### src/rtl/lcs_frame_tx.sv
// lcs_frame_tx: requests one answer byte per word from the LCS answer stage
// and serialises each latched byte as UART 8N1; one start pulse sends WORDS bytes.
module lcs_frame_tx #(
    parameter int unsigned CLKS_PER_BIT = 16,
    parameter int unsigned WORDS        = 128,
    parameter int unsigned REQ_CYCLES   = 4,
    parameter int unsigned LATCH_DLY    = 3
) (
    input  logic       clk,
    input  logic       rst,
    input  logic       start,
    input  logic [7:0] dataTx,
    output logic       req,
    output logic [6:0] wordIdx,
    output logic       tx,
    output logic       busy,
    output logic       frameDone
);

    localparam int unsigned T_MAX0 = (CLKS_PER_BIT > REQ_CYCLES) ? CLKS_PER_BIT : REQ_CYCLES;
    localparam int unsigned T_MAX  = (T_MAX0 > LATCH_DLY) ? T_MAX0 : LATCH_DLY;
    localparam int unsigned TW     = $clog2(T_MAX + 1);

    localparam logic [TW-1:0] REQ_LAST    = TW'(REQ_CYCLES - 1);
    localparam logic [TW-1:0] SETTLE_LAST = TW'(LATCH_DLY - 1);
    localparam logic [TW-1:0] BIT_LAST    = TW'(CLKS_PER_BIT - 1);
    localparam logic [6:0]    LAST_WORD   = 7'(WORDS - 1);

    typedef enum logic [2:0] {
        S_IDLE,
        S_REQ,
        S_SETTLE,
        S_LOAD,
        S_SHIFT,
        S_GAP
    } state_t;

    state_t        r_state, w_state;
    logic [TW-1:0] r_timer, w_timer;
    logic [3:0]    r_bitcnt, w_bitcnt;
    logic [7:0]    r_shift, w_shift;
    logic          r_req, w_req;
    logic [6:0]    r_word, w_word;
    logic          r_tx, w_tx;
    logic          r_busy, w_busy;
    logic          r_done, w_done;

    always_ff @(posedge clk or posedge rst) begin
        if (rst) begin
            r_state  <= S_IDLE;
            r_timer  <= '0;
            r_bitcnt <= '0;
            r_shift  <= '0;
            r_req    <= 1'b0;
            r_word   <= '0;
            r_tx     <= 1'b1;
            r_busy   <= 1'b0;
            r_done   <= 1'b0;
        end else begin
            r_state  <= w_state;
            r_timer  <= w_timer;
            r_bitcnt <= w_bitcnt;
            r_shift  <= w_shift;
            r_req    <= w_req;
            r_word   <= w_word;
            r_tx     <= w_tx;
            r_busy   <= w_busy;
            r_done   <= w_done;
        end
    end

    // Next values are computed for every output so all ports stay registered.
    always_comb begin
        w_state  = r_state;
        w_timer  = r_timer;
        w_bitcnt = r_bitcnt;
        w_shift  = r_shift;
        w_req    = r_req;
        w_word   = r_word;
        w_tx     = r_tx;
        w_done   = 1'b0;

        unique case (r_state)
            S_IDLE: begin
                w_tx = 1'b1;
                if (start) begin
                    w_state = S_REQ;
                    w_word  = '0;
                    w_timer = '0;
                    w_req   = 1'b1;
                end
            end
            S_REQ: begin
                if (r_timer == REQ_LAST) begin
                    w_state = S_SETTLE;
                    w_timer = '0;
                    w_req   = 1'b0;
                end else begin
                    w_timer = r_timer + TW'(1);
                end
            end
            S_SETTLE: begin
                if (r_timer == SETTLE_LAST) begin
                    w_state = S_LOAD;
                    w_timer = '0;
                end else begin
                    w_timer = r_timer + TW'(1);
                end
            end
            S_LOAD: begin
                w_shift  = dataTx;
                w_bitcnt = '0;
                w_timer  = '0;
                w_tx     = 1'b0;
                w_state  = S_SHIFT;
            end
            S_SHIFT: begin
                if (r_timer == BIT_LAST) begin
                    w_timer = '0;
                    if (r_bitcnt == 4'd9) begin
                        w_state = S_GAP;
                        w_done  = (r_word == LAST_WORD);
                    end else begin
                        // bitcnt 0..7 ends start/data bits: next is a data bit; 8 ends data[7]: stop bit.
                        w_bitcnt = r_bitcnt + 4'd1;
                        if (r_bitcnt < 4'd8) begin
                            w_tx    = r_shift[0];
                            w_shift = {1'b0, r_shift[7:1]};
                        end else begin
                            w_tx = 1'b1;
                        end
                    end
                end else begin
                    w_timer = r_timer + TW'(1);
                end
            end
            S_GAP: begin
                if (r_word == LAST_WORD) begin
                    w_word  = '0;
                    w_state = S_IDLE;
                end else begin
                    w_word  = r_word + 7'd1;
                    w_state = S_REQ;
                    w_timer = '0;
                    w_req   = 1'b1;
                end
            end
            default: begin
                w_state = S_IDLE;
                w_req   = 1'b0;
                w_tx    = 1'b1;
            end
        endcase

        w_busy = (w_state != S_IDLE);
    end

    assign req       = r_req;
    assign wordIdx   = r_word;
    assign tx        = r_tx;
    assign busy      = r_busy;
    assign frameDone = r_done;

endmodule

### config.mk
export PLATFORM = sky130hd
export DESIGN_NAME = lcs_frame_tx
export DESIGN_NICKNAME = d
export VERILOG_FILES = /design/src/rtl/lcs_frame_tx.sv
export SDC_FILE = /design/constraint.sdc
export NUM_CORES = 1
export LEC_CHECK = 0
export BUFFER_PORTS_ARGS = -buffer_cell sky130_fd_sc_hd__buf_2
export CORE_MARGIN = 3
export CORE_UTILIZATION = 49
export CTS_CLUSTER_SIZE = 12
export DETAILED_ROUTE_END_ITERATION = 10
export GPL_ROUTABILITY_DRIVEN = 1
export GPL_TIMING_DRIVEN = 1
export MAX_ROUTING_LAYER = met4
export PLACE_DENSITY = 0.69
export SLEW_MARGIN = 10
export SYNTH_ARGS = -nofsm -noshare
export SYNTH_HDL_FRONTEND = slang
export SYNTH_SLANG_ARGS = --single-unit
### constraint.sdc
create_clock -name clk -period 5.3 [get_ports clk]
set_clock_uncertainty 0.15 [all_clocks]
set_input_delay 0.53 -clock clk [delete_from_list [all_inputs] [get_ports clk]]
set_output_delay 0.53 -clock clk [all_outputs]
set_load 0.01 [all_outputs]
==> run_results.csv, run 1 <==
group,metric,value,unit
outcome,outcome,"complete, no violations",
detailed_routing,drt-initial-drc-count,88,
worst_setup_path,r2r_cells,4,
worst_setup_path,critical_path_class,"reg2reg",
sta,setup_tns,0,ns
detailed_routing,vias,1452,
logic_synthesis,yosysSeqAreaShare,0.432,
detailed_routing,wl,3600,µm
logic_synthesis,yosysMostFrequentCell,"dfrtp_1",
clock_tree,clk_path_buf_depth,2,
logic_synthesis,synth_xor_area_frac,0.00973,
power,power.total,0.000446,W
power,power_density,222,nW/µm²
logic_synthesis,netlist.area_leader.share,0.417,
run,maxCapViolations,0,
final_layout,nets,222,
detailed_routing,wl_per_cell,14.4,µm
sta,fin_crit_sh,0.432,
sta,slew_violations,0,
logic_synthesis,synth_edf_count,0,
logic_synthesis,syn_area,1800,µm²
final_layout,final_util,0.585,
clock_tree,cts_tree,"done",
place,finalWeightedCongestion,0.802,
logic_synthesis,yosys-top-cells-count,"dfrtp_1, a21oi_1, inv_1",
die,die_h,66.6,µm
detailed_routing,dr.pass1.iters,4,
logic_synthesis,synth_fa_ha_area_frac,0.0486,
logic_synthesis,avgSynthCellArea,9.95,µm²
sta,layout_setup_ws,3.01,ns
power,p_leak,0.911,nW
worst_setup_path,max_stage_delay,0.71,ns
die,core_area,3440,µm²
logic_synthesis,synth.top_cells.by_area,"dfrtp_1, ha_1, mux2i_1",
logic_synthesis,synth_cell_type_count,53,
die,die_w,66.6,µm
worst_setup_path,crit_path_end_kind,"register",
sta,fmax,0.437,GHz
logic_synthesis,yosysWarnings,0,
clock_tree,cts_setup_buffers,0,
logic_synthesis,ys.flop_type,"dfrtp_1",
die,start_util,0.523,
logic_synthesis,synth_cells,181,
sta,final_hold_viol_count,0,
sta,hold_ws,0.179,ns
logic_synthesis,synth_top_area_cell,"dfrtp_1",
worst_setup_path,crit_slowest_cell,"nor3b_4",
logic_synthesis,synth_top_family_by_area,"compound AO/OA/AOI/OAI gates",
detailed_routing,route.detailed.drc,0,
worst_setup_path,critPathMaxFanout,23,
final_layout,antenna_cells,0,
place,post-place-ws,3.04,ns
final_layout,drive_above_1_share,0.215,
clock_tree,cts_resized,0,
global_route,first_global_vias,1395,
logic_synthesis,postSynthNetCount,199,
global_route,grt_pass1_wl,6290,µm
sta,worst_pin_slew,0.714,ns
die,ios,22,
place,io_buffers,21,
clock_tree,clkTransAtPathRegs,0.06,ns
logic_synthesis,synth_simple_gate_area_share,0.186,
global_route,grt_max_degree,32,
clock_tree,htree_levels,2,
global_route,grt_antenna_before_repair,0,
detailed_routing,drtAntennaViolNets,0,
logic_synthesis,yosys_register_bits,31,
place,dp_hpwl,2590,µm
worst_hold_path,hp-class,"in2async",
sta,fin_crit,2.29,ns
detailed_routing,via_per_inst,5.78,
die,placementRows,21,
sta,setup_viol_count_final,0,
worst_setup_path,crit_path_cell_trace,"nor3b_4, a32o_2, nor2_1, a21oi_1",
final_layout,syn2layout_area_growth,11.7,%
logic_synthesis,synth_mux_area_frac,0.0507,
global_route,grtUsageTotal,0.190,
sta,relSlewSlack,0.524,
power,irDropWorstVdd,106,µV
clock_tree,root_buffer,"clkbuf_8",
clock_tree,numCtsBuffers,5,
worst_setup_path,required,5.35,ns
sta,rsz0062_at_grt,"false",
worst_setup_path,critical_path.startpoint_type,"register",
logic_synthesis,synth-compound-area-share,0.217,
die,fp.dieArea,4440,µm²
logic_synthesis,synth_async_sr_flop_share,1.00,
clock_tree,clk_latency,0.28,ns
worst_setup_path,cp_data_arrival_time,2.34,ns
global_route,overflow,0,
clock_tree,hold_buffers,0,
clock_tree,numClockSinks,31,
[final cells by class]
class                   count  area, µm²
multi-input cells         130        921
flip-flops and latches     31        777
inverters                  14       52.6
clock buffers               7       86.3
well taps                  46       57.6
repair buffers             22        113
clock inverters             1       5.00
fillers                   321       1430
[power breakdown]
group	switching, W	leakage, nW	total (W)	internal (W)
combinational	0.00000928	0.490	0.0000158	0.00000647
clock	0.0000840	0.0482	0.000189	0.000105
sequential	0.00000173	0.372	0.000242	0.000240
total	0.0000950	0.911	0.000446	0.000351
[layer usage]
metal	wire length [µm]	vias to the layer above	GRT usage	part of all wire
met5	0	-	-	0
met4	55	0	0.0685	0.015
li1	-	713	-	-
met3	183	8	0.0523	0.051
met2	1730	39	0.297	0.48
met1	1630	692	0.236	0.45
[flip-flops by register name, indices dropped and copies added, names as in the netlist]
signal and cells:
r_shift 8, wordIdx 7, r_timer 5, r_bitcnt 4, r_state 3, busy 1, frameDone 1, req 1
tx 1
[cells by family after synthesis]
kind of cell / after synthesis
AOI/OAI and AO/OA: 57
xor gates and xnor gates: 2
adders and majority gates: 7
buffers and inverters: 20
DFF: 31
muxes: 9
and+or+nand+nor: 55
[stage by stage]
stage	cells	area, µm²
final	251	2010
after global routing	251	2010
after CTS	251	2010
after detailed placement	243	1920
after global placement	243	1920
after floorplan	181	1800
[worst max-delay path, delay by kind of cell, from the launching register on]
| family | cells | cell delay (ns) |
|---|---|---|
| compound gates | 2 | 0.62 |
| flops | 1 | 0.64 |
| simple gates | 2 | 0.78 |
[worst paths after layout]
check	to	slack, ns	from
setup / recovery	r_shift[4]	3.01	r_state[1]
hold / removal	r_shift[4]	0.18	rst
setup reg to reg	r_shift[4]	3.01	r_state[1]
hold reg to reg	wordIdx[2]	0.36	wordIdx[2]
max in group asynchronous	tx	4.51	rst
min in group clk	wordIdx[2]	0.36	wordIdx[2]
[cell usage in the layout (no fill, tap or decap), types with 3 or more instances in the layout]
| cell type | n |
|---|---|
| a31oi_1 | 4 |
| o21ai_0 | 7 |
| a21o_1 | 3 |
| o2bb2ai_1 | 3 |
| nor3_1 | 4 |
| inv_1 | 12 |
| a21oi_1 | 14 |
| nand2b_1 | 3 |
| nand2_1 | 10 |
| buf_2 | 21 |
| nor2_1 | 11 |
| dfrtp_1 | 30 |
| clkbuf_8 | 6 |
| mux2i_1 | 8 |
| nand3_1 | 5 |
| ha_1 | 7 |
| o21ai_1 | 8 |
No activity file was read; power rests on OpenSTA's default activity.
==> run 2: changes to the inputs <==
clock period = 2.3 ns   (was 5.3 ns; I/O delays follow)
==> run 2 against run 1 <==
Against the previous run:
- hold slack worse by 0.13 ns
- worst setup slack worse by 2.8 ns
- non-clock buffer count is 3 higher
- register-to-register slack worse by 2.8 ns
- first-iteration DRC count is 41% higher
- sequential share of layout area is 1.0 points lower
- wire length is 7.6% higher
- via count is 2.9% higher
- sequential power is 130% higher
- critical path depth is 3 higher
- core utilization is 1.6 points higher
- critical path type unchanged
==> run_results.csv, run 2 (same netlist as run 1, synthesis figures left out) <==
group,metric,value,unit
die,ios,22,
final_layout,nets,225,
clock_tree,clk_latency,0.29,ns
die,die_w,66.6,µm
clock_tree,numClockSinks,31,
final_layout,drive_above_1_share,0.231,
sta,rsz0062_at_grt,"false",
clock_tree,numCtsBuffers,5,
worst_setup_path,crit_path_end_kind,"register",
place,io_buffers,21,
global_route,first_global_vias,1445,
sta,worst_pin_slew,0.755,ns
detailed_routing,route.detailed.drc,0,
final_layout,syn2layout_area_growth,14.7,%
clock_tree,root_buffer,"clkbuf_8",
detailed_routing,via_per_inst,5.88,
detailed_routing,vias,1494,
place,finalWeightedCongestion,0.799,
power,p_leak,0.935,nW
outcome,outcome,"complete, no violations",
die,fp.dieArea,4440,µm²
global_route,grt-busiest-layer,"met2",
worst_setup_path,required,2.37,ns
power,p_sw,0.000231,W
worst_setup_path,cp_data_arrival_time,2.19,ns
global_route,grt_use_met2,0.329,
power,irDropWorstVdd,462,µV
sta,slew_violations,0,
global_route,grt_antenna_before_repair,0,
worst_setup_path,critical_path_class,"reg2reg",
power,clockPowerShare,0.484,
final_layout,most-common-layout-cells,"dfrtp_1, buf_2, a21oi_1",
power,p_int,0.000919,W
power,power_density,557,nW/µm²
sta,fin_crit,2.12,ns
global_route,grtUsageTotal,0.205,
global_route,met1_usage,0.244,
die,die_h,66.6,µm
final_layout,largest_reg_flops,8,
run,maxCapViolations,0,
worst_setup_path,critPathMaxFanout,7,
die,core_area,3440,µm²
sta,fin_crit_sh,0.924,
clock_tree,htree_levels,2,
place,dp_hpwl,2790,µm
global_route,met3_usage,0.0641,
global_route,grt_pass1_wl,6710,µm
detailed_routing,dr.pass1.iters,4,
clock_tree,clk_path_buf_depth,2,
die,start_util,0.523,
sta,relSlewSlack,0.497,
power,p_seq_frac,0.484,
detailed_routing,wl,3880,µm
global_route,overflow,0,
final_layout,regMostFlops,"r_shift",
global_route,grt_max_degree,24,
detailed_routing,drt-initial-drc-count,124,
sta,fmax,0.471,GHz
power,switching_share,0.201,
sta,setup_tns,0,ns
sta,setup_viol_count_final,0,
worst_setup_path,critical_path.startpoint_type,"register",
sta,final_hold_viol_count,0,
power,pwr-share-comb,0.032,
clock_tree,cts_tree,"done",
final_layout,final_util,0.600,
clock_tree,clkTransAtPathRegs,0.07,ns
worst_hold_path,hp-class,"in2reg",
detailed_routing,drtAntennaViolNets,0,
detailed_routing,wl_per_cell,15.3,µm
final_layout,layout_commonest_cell,"dfrtp_1",
die,placementRows,21,
final_layout,antenna_cells,0,
-- run 2: cell types whose count changed in the layout (fill, tap and decap cells not counted), sizes merged --
cell / delta
buf: +2
clkbuf: -1
dlygate4sd3: +1
bufinv: +1
-- run 2: repair_timing --
item,CTS,global route
hold endpoints to repair,14,0
setup buffers,0,0
gates resized for setup,0,1
setup endpoints to repair,0,1
hold buffers,1,0
-- run 2: routing by layer --
metal | vias up | wire length [µm] | part of all wire
met4 | 0 | 58 | 0.015
met1 | 722 | 1690 | 0.44
met5 | - | 0 | 0
li1 | 714 | - | -
met3 | 7 | 210 | 0.054
met2 | 51 | 1920 | 0.50
-- run 2: final timing paths --
path                            cells after the start    endpoint  startpoint  slack [ns]
worst min register to register                      1  wordIdx[2]  wordIdx[2]        0.37
worst max-delay path                                7          tx  r_timer[1]        0.18
max in group asynchronous                           4          tx         rst        0.93
min in group asynchronous                           3  wordIdx[0]         rst        0.38
worst max register to register                      7          tx  r_timer[1]        0.18
worst min-delay path                                3  r_shift[7]   dataTx[7]        0.05
-- run 2: power by group through the flow --
stage                     combinational, W  sequential (W)  clock [W]
after floorplan                  0.0000203        0.000566          0
after global placement           0.0000354        0.000567          0
after detailed placement         0.0000368        0.000567          0
after CTS                        0.0000381        0.000557   0.000564
after global routing             0.0000439        0.000558   0.000586
final                            0.0000367        0.000557   0.000556
-- run 2: area by class of cell --
type                    count  area, µm²
inverters                  14       52.6
clock buffers               6       82.6
fillers                   308       1380
flip-flops and latches     31        777
well taps                  46       57.6
repair buffers             25        138
multi-input cells         130        923
clock inverters             2       35.0
-- run 2: through the flow --
stage                     setup WS [ns]  total power, W  area (µm²)  cells  hold WS (ns)
after floorplan                   0.325        0.000587        1800    181         0.183
after detailed placement          0.161        0.000604        1940    245         0.160
after global placement            0.209        0.000602        1940    245         0.150
after global routing             0.0327         0.00119        2070    254        0.0710
final                             0.176         0.00115        2070    254        0.0464
after CTS                         0.154         0.00116        2060    254        0.0434
-- run 2: worst max-delay path, cell delays in order, from the launching register on --
cell       delay [ns]
dfrtp_1          0.40
ha_1             0.24
and3_1           0.20
ha_2             0.25
inv_1            0.08
or4_1            0.51
a21oi_1          0.16
o2bb2ai_1        0.07
